===== src/rtl/mem_port_arbiter.sv =====
// ============================================================================
//  Module      : mem_port_arbiter
//  Description : Shares one single-port memory between instruction fetch and
//                data accesses, with data priority, flush and bus timeout.
//  Revision    : 1.0  initial release
// ============================================================================
`default_nettype none

module mem_port_arbiter #(
  parameter int DATA_WIDTH = 32,
  parameter int TIMEOUT    = 15,
  parameter int CNT_WIDTH  = 8
) (
  input  logic                  clk,
  input  logic                  rst,
  input  logic                  i_ireq_F,
  input  logic [DATA_WIDTH-1:0] i_iaddr_F,
  input  logic                  i_flush_F,
  output logic [DATA_WIDTH-1:0] o_instr_F,
  output logic                  o_iack_F,
  output logic                  o_stall_F,
  input  logic                  i_dreq_M,
  input  logic                  i_dwe_M,
  input  logic [DATA_WIDTH-1:0] i_daddr_M,
  input  logic [DATA_WIDTH-1:0] i_dwdata_M,
  output logic [DATA_WIDTH-1:0] o_drdata_M,
  output logic                  o_dack_M,
  output logic                  o_stall_M,
  output logic                  o_mem_req,
  output logic                  o_mem_we,
  output logic [DATA_WIDTH-1:0] o_mem_addr,
  output logic [DATA_WIDTH-1:0] o_mem_wdata,
  input  logic [DATA_WIDTH-1:0] i_mem_rdata,
  input  logic                  i_mem_ready,
  output logic                  o_bus_err
);

  typedef enum logic [1:0] {
    IDLE = 2'd0,
    DACC = 2'd1,
    IACC = 2'd2
  } state_t;

  localparam logic [CNT_WIDTH-1:0] c_tmo_last = CNT_WIDTH'(TIMEOUT - 1);
  localparam logic [CNT_WIDTH-1:0] c_cnt_max  = {CNT_WIDTH{1'b1}};

  state_t                 state_q, state_d;
  logic [CNT_WIDTH-1:0]   cnt_q, cnt_d;
  logic                   flush_q, flush_d;
  logic                   mem_req_q, mem_req_d;
  logic                   mem_we_q, mem_we_d;
  logic [DATA_WIDTH-1:0]  mem_addr_q, mem_addr_d;
  logic [DATA_WIDTH-1:0]  mem_wdata_q, mem_wdata_d;
  logic [DATA_WIDTH-1:0]  instr_q, instr_d;
  logic [DATA_WIDTH-1:0]  drdata_q, drdata_d;
  logic                   iack_q, iack_d;
  logic                   dack_q, dack_d;
  logic                   bus_err_q, bus_err_d;

  logic                   w_tmo;
  logic [DATA_WIDTH-1:0]  w_rdata;

  // A timed-out access completes with all-zero read data.
  assign w_rdata = i_mem_ready ? i_mem_rdata : '0;

  always_comb begin
    state_d     = state_q;
    cnt_d       = cnt_q;
    flush_d     = flush_q;
    mem_req_d   = mem_req_q;
    mem_we_d    = mem_we_q;
    mem_addr_d  = mem_addr_q;
    mem_wdata_d = mem_wdata_q;
    instr_d     = instr_q;
    drdata_d    = drdata_q;
    iack_d      = 1'b0;
    dack_d      = 1'b0;
    bus_err_d   = 1'b0;
    w_tmo       = 1'b0;

    case (state_q)
      IDLE: begin
        // A requester still holding its request during its ack cycle is masked.
        if (i_dreq_M && !dack_q) begin
          state_d     = DACC;
          mem_req_d   = 1'b1;
          mem_we_d    = i_dwe_M;
          mem_addr_d  = i_daddr_M;
          mem_wdata_d = i_dwdata_M;
          cnt_d       = '0;
        end else if (i_ireq_F && !iack_q) begin
          state_d     = IACC;
          mem_req_d   = 1'b1;
          mem_we_d    = 1'b0;
          mem_addr_d  = i_iaddr_F;
          mem_wdata_d = '0;
          cnt_d       = '0;
          flush_d     = 1'b0;
        end
      end

      DACC, IACC: begin
        w_tmo = !i_mem_ready && (cnt_q >= c_tmo_last);
        if (i_mem_ready || w_tmo) begin
          state_d   = IDLE;
          mem_req_d = 1'b0;
          mem_we_d  = 1'b0;
          cnt_d     = '0;
          flush_d   = 1'b0;
          bus_err_d = w_tmo;
          if (state_q == DACC) begin
            dack_d = 1'b1;
            if (!mem_we_q) drdata_d = w_rdata;
          end else if (!(flush_q || i_flush_F)) begin
            iack_d  = 1'b1;
            instr_d = w_rdata;
          end
        end else begin
          if (cnt_q != c_cnt_max) cnt_d = cnt_q + CNT_WIDTH'(1);
          if (state_q == IACC && i_flush_F) flush_d = 1'b1;
        end
      end

      default: state_d = IDLE;
    endcase
  end

  always_ff @(posedge clk or negedge rst) begin
    if (!rst) begin
      state_q     <= IDLE;
      cnt_q       <= '0;
      flush_q     <= 1'b0;
      mem_req_q   <= 1'b0;
      mem_we_q    <= 1'b0;
      mem_addr_q  <= '0;
      mem_wdata_q <= '0;
      instr_q     <= '0;
      drdata_q    <= '0;
      iack_q      <= 1'b0;
      dack_q      <= 1'b0;
      bus_err_q   <= 1'b0;
    end else begin
      state_q     <= state_d;
      cnt_q       <= cnt_d;
      flush_q     <= flush_d;
      mem_req_q   <= mem_req_d;
      mem_we_q    <= mem_we_d;
      mem_addr_q  <= mem_addr_d;
      mem_wdata_q <= mem_wdata_d;
      instr_q     <= instr_d;
      drdata_q    <= drdata_d;
      iack_q      <= iack_d;
      dack_q      <= dack_d;
      bus_err_q   <= bus_err_d;
    end
  end

  assign o_mem_req   = mem_req_q;
  assign o_mem_we    = mem_we_q;
  assign o_mem_addr  = mem_addr_q;
  assign o_mem_wdata = mem_wdata_q;
  assign o_instr_F   = instr_q;
  assign o_drdata_M  = drdata_q;
  assign o_iack_F    = iack_q;
  assign o_dack_M    = dack_q;
  assign o_bus_err   = bus_err_q;
  assign o_stall_F   = i_ireq_F & ~iack_q;
  assign o_stall_M   = i_dreq_M & ~dack_q;

endmodule

`default_nettype wire


===== config.mk =====
export PLATFORM = sky130hd
export DESIGN_NAME = mem_port_arbiter
export DESIGN_NICKNAME = d
export VERILOG_FILES = /design/src/rtl/mem_port_arbiter.sv
export SDC_FILE = /design/constraint.sdc
export NUM_CORES = 1
export LEC_CHECK = 0
export BUFFER_PORTS_ARGS = -buffer_cell sky130_fd_sc_hd__buf_2
export CORE_MARGIN = 10
export CORE_UTILIZATION = 40
export CTS_BUF_LIST = sky130_fd_sc_hd__clkbuf_8 sky130_fd_sc_hd__clkbuf_16
export DETAILED_ROUTE_END_ITERATION = 8
export PLACE_DENSITY = 0.71
export SETUP_SLACK_MARGIN = 0.1
export SLEW_MARGIN = 25
export SYNTH_ARGS = -nofsm -noshare
export SYNTH_HDL_FRONTEND = slang
export SYNTH_SLANG_ARGS = --single-unit

===== constraint.sdc =====
create_clock -name clk -period 1.86 [get_ports clk]
set_input_delay 0.093 -clock clk [delete_from_list [all_inputs] [get_ports clk]]
set_output_delay 0.093 -clock clk [all_outputs]
set_load 0.01 [all_outputs]

### Yosys cells after proc, flatten, opt, wreduce, memory -nomap -nowiden

Index checks and enable logic that the tools add are counted.

| operators by class | value |
|---|---|
| add/sub/neg operators | 1 |
| magnitude comparators | 1 |
| equality and inequality tests | 9 |
| muxes and demuxes | 34 |
| bitwise operators | 7 |
| reductions and logical operators | 20 |

Operators with widths:

| kind | number |
|---|---|
| 2-to-1 mux 32 bit | 5 |
| 2-to-1 mux 8 bit | 4 |
| 2-to-1 mux 1 bit | 17 |
| one-hot mux 8 bit (2 select lines) | 1 |
| AND reduction 4 bit | 3 |
| != test 3 bit (second input constant) | 3 |
| adder 8 x 1 -> 8 bit (second input constant) | 1 |
| greater-or-equal comparator 8 x 4 -> 1 bit (second input constant) | 1 |
| != test 8 bit (second input constant) | 1 |
| 2-to-1 mux 2 bit | 3 |
| != test 2 bit (second input constant) | 3 |
| one-hot mux 1 bit (2 select lines) | 3 |
| AND reduction 3 bit | 2 |
| NOT 1 bit | 5 |
| logical AND 1 bit | 4 |
| one-hot mux 2 bit (2 select lines) | 1 |
| AND reduction 2 bit | 2 |
| nonzero test 2 bit | 2 |
| zero test 1 bit | 3 |
| AND 1 bit | 2 |
| == test 2 x 1 -> 1 bit (second input constant) | 1 |
| == test 2 bit (second input constant) | 1 |
| zero test 2 bit | 1 |
| logical OR 1 bit | 2 |
| OR reduction 2 bit | 1 |

| word-level totals | value |
|---|---|
| register bits after elaboration | 144 |
| input bits | 135 |
| output and inout port bits | 135 |
| word-level logic and storage cells | 84 |

### Logic depth before layout (Yosys ltp)

| logic depth | value |
|---|---|
| depth in word-level cells | 5 |
| gate-level depth with buffers | 8 |
| gate-level depth less buffers | 6 |

### Worst setup path after synthesis

Ideal clock, no wire load.

| path | value |
|---|---|
| path type | register to register |
| start | reg state_q[0] |
| end | reg instr_q[0], in the netlist o_instr_F[0] |
| setup time | 0.122 ns |
| arrival time | 1.638 ns |
| required time | 1.738 ns |
| path slack | 0.100 ns |
| cell stages (with the launch flop) | 8 |
| period minus slack after synthesis | 1.760 ns |
| cell sequence | dfrtp_1 > inv_1 > ha_1 > buf_2 > nor4b_4 > o21ai_4 > buf_6 > a32o_1 |

| between the ends | value |
|---|---|
| cells in the longest elaborated chain, start to end | 3 |

Ends and longest elaborated chain:

| item | line | text |
|---|---|---|
| from (decl) | 47 | `state_t state_q, state_d;` |
| from (signal assigned) | 143 | `state_q <= state_d;` |
| == test 2 x 1 -> 1 bit or == test 2 bit (tied branches) | 81, 111 |  |
| OR reduction 2 bit or NOT 1 bit (tied branches) | n/a |  |
| AND reduction 4 bit (no line) (*) | n/a |  |
| to (signal assigned) | 150 | `instr_q <= instr_d;` |
| to (decl) | 54 | `logic [DATA_WIDTH-1:0] instr_q, instr_d;` |

Every way passes the cells marked *; elsewhere a longest branch is shown, timed or not.
A chain may end at the register's enable or synchronous reset.

### Final worst setup path

| path | value |
|---|---|
| start | reg cnt_q[0] |
| end | reg drdata_q[5], in the netlist o_drdata_M[5] |

| between the ends | value |
|---|---|
| cells in the longest elaborated chain, start to end | 4 |

Ends and longest elaborated chain:

| item | line | text |
|---|---|---|
| from (decl) | 48 | `logic [CNT_WIDTH-1:0] cnt_q, cnt_d;` |
| from (signal assigned) | 144 | `cnt_q <= cnt_d;` |
| greater-or-equal comparator 8 x 4 -> 1 bit | 103 | `w_tmo = !i_mem_ready && (cnt_q >= c_tmo_last);` |
| logical AND 1 bit | 103 |  |
| logical OR 1 bit | 104 | `if (i_mem_ready \|\| w_tmo) begin` |
| AND reduction 4 bit (no line) | n/a |  |
| to (signal assigned) | 151 | `drdata_q <= drdata_d;` |
| to (decl) | 55 | `logic [DATA_WIDTH-1:0] drdata_q, drdata_d;` |

No other way between the ends.

==> results.cfg <==
[cts]
clk_latency_ns = 0.42
cts.clk_slew.worst_paths_ns = 0.06
cts_tree = done
cts.sinks = 144
clock_path_buffers = 2
cts_root_buf = clkbuf_16
htree_levels = 4
numCtsBuffers = 17

[worst_setup_path]
cp.required_ns = 2.16
reg2reg_depth = 7
cp_cell_sequence = inv_1, ha_2, o211ai_4, a311o_2, clkbuf_16, nand2_1, o21ai_2
critPathSlowestCell = a311o_2
r2r_slack_ns = 0.07
critPathKind = reg2reg
cp_top_family = compound AO/OA/AOI/OAI gates
cp-start-kind = flop
arrival_ns = 2.09
cp.buffers_inverters = 2
cp_max_fo = 6
endpoint_kind = flop
crit-reg2reg-launch = cnt_q[0]
cpPeakStageDelay_ns = 0.53
timing.rr.end = o_drdata_M[5]

[hold_path]
whs_path_depth = 3
hp-start = i_iaddr_F[19]
hold_class = in2reg
holdPathEnd = o_mem_addr[19]

[yosys]
syn_inst = 509
yosys_warnings = 0
yosys-top-cells-area = dfrtp_1 (60%), nand2_1 (6.5%), a32o_1 (5.3%)
synth-seq-cells = 144
yosysSeqAreaShare_pct = 59.81
syn_nets = 649
synth_fa_ha_area_share_pct = 1.038
yosys.area.top_type = dfrtp_1
synth_top_area_share_pct = 59.81
yosys-mux-area-fraction_pct = 5.317
syn_area_mm2 = 0.006025
synth_xor_area_share_pct = 0
synthArstFlopShare_pct = 100.0
synthFlopType = dfrtp_1
synth_compound_area_share_pct = 20.15
yosys.area_share.simple_pct = 9.055
synth_edf_count = 0
synth_area_per_cell_um2 = 11.84
synth_top_family_by_area = compound AO/OA/AOI/OAI gates
synth_cell_types = 38

[timing]
relSlewSlack_pct = 67.51
min_period_ns = 1.790
finalCritPeriodShare_pct = 96.22
skew_ns = 0.01069
fmax_mhz = 558.8
finalSetupTns_ns = 0
worst_pin_slew_ns = 0.4873
rsz0062_at_grt = true
slew_violations = 0
fin_hold_ws_ns = 0.005273
setup_violations = 0
finalHoldViolCount = 0

[pwr]
power_uw = 15110
power.density_mw_per_mm2 = 1545
leakage_uw = 0.004978
vdd_drop_max_mv = 0.9508

[routing]
via_per_inst = 5.193
ant_nets = 0
first_pass_iters = 5
totalWireLength_um = 22560
drt-wirelength-per-cell_um = 20.57
first_iter_violations = 313
drcViolationCount = 0
route.vias.total = 5697

[cells_and_area]
fillers = 1046
layout_common_cells = buf_2 (268), dfrtp_1 (143), dlygate4sd3_1 (105)
fin_nets = 1039
syn_to_final_growth_pct = 62.37
final_common_cell = buf_2
drive_above_1_share_pct = 44.90

[placement]
post-dp-hpwl_um = 14070
io_buffers = 269
routabilityCongestion = 0.8932

[global_routing]
grt_remaining_overflow = 0
grt_pass1_vias = 5888
grt_pass1_wl_um = 32130
antenna_found_initial = 1
grt_start_max_net_pins = 97
grt_usage_pct = 19.74

[floorplanning]
start_util_pct = 41.14
die_height_um = 142.7
io_pins = 270
die_w_um = 142.7
row_count = 44
core_region_area_mm2 = 0.01464
dieArea_mm2 = 0.02037

[flow_run]
drv_cap = 0

[run_status]
status = finished, final reports clean
## power breakdown
group | internal, uW | switching, uW | leakage, uW
combinational | 2840 | 3420 | 0.00283
sequential | 4430 | 800 | 0.00184
clock | 2270 | 1360 | 0.000312
total | 9540 | 5580 | 0.00498
## synth_stat cells, types with 5 or more instances
cell type and count:
dfrtp_1 144, nand2_1 105, o21ai_0 38, a22o_1 33, a32o_1 32, mux2i_1 32
o21ai_2 24, clkbuf_1 15, buf_2 14, buf_6 10, nor2_1 9, a31oi_1 7
inv_1 7, ha_1 5, o21ai_1 5
## through the flow
stage	cells	utilization, %	worst slack (ns)	area (um^2)
after floorplan	509	-	0.1004	6025
after global routing	1096	66.78	0.0001956	9779
after global placement	937	51.55	0.1937	7550
after CTS	1073	63.07	0.1040	9236
final	1097	66.80	0.07033	9782
after detailed placement	937	51.55	0.08444	7550
## tightest hold or removal path: stages
cell and delay (ns):
buf_2 0.08, mux2i_1 0.05, o21ai_0 0.15
## cells by family after synthesis
family                     after synthesis
buffers and inverters                   48
and+or+nand+nor                        127
muxes                                   32
DFF                                    144
AOI/OAI and AO/OA                      153
adders and majority gates                5
## worst max-delay path by stage
stage,start,end,slack (ns),cells past startpoint
3_5_place_dp,state_q[0],cnt_q[6],0.08,6
5_1_grt,cnt_q[0],o_drdata_M[5],0.0002,7
6_report,cnt_q[0],o_drdata_M[5],0.07,7
4_1_cts,state_q[1],o_instr_F[16],0.10,5
3_3_place_gp,cnt_q[0],o_drdata_M[18],0.19,7
2_1_floorplan,state_q[0],o_instr_F[0],0.10,7
## flip-flops by register name, indices dropped and copies added, names as in the netlist
| name | cells |
|---|---|
| flush_q | 1 |
| o_instr_F | 32 |
| o_dack_M | 1 |
| state_q | 2 |
| o_drdata_M | 32 |
| cnt_q | 8 |
| o_iack_F | 1 |
| o_mem_wdata | 32 |
| o_mem_req | 1 |
| o_bus_err | 1 |
| o_mem_addr | 32 |
| o_mem_we | 1 |
## metal layers
metal / GRT usage [%] / routed length [um] / vias up
li1: - / - / 2609
met1: 22.37 / 8562 / 2749
met2: 32.48 / 11150 / 298
met3: 7.927 / 2239 / 41
met4: 8.360 / 612 / 0
met5: 0 / 0 / -
## area by class of cell
cell class	count	area (um^2)	area share, %
clock inverter	14	205.2	2.098
multi-input combinational	318	2344	23.96
timing repair buffer	410	2935	30.01
tap	184	230.2	2.354
clock buffer	17	425.4	4.349
antenna	2	5.005	0.05116
inverter	8	32.53	0.3326
sequential	144	3605	36.85
## repair_timing
item | in CTS | in global routing
resized for setup | 2 | 66
hold endpoints to repair | 167 | 0
gates cloned | 0 | 12
setup endpoints to repair | 7 | 73
pin swaps | 1 | 24
setup buffers | 0 | 10
hold buffers | 105 | 0
No activity file was read; power rests on OpenSTA's default activity.
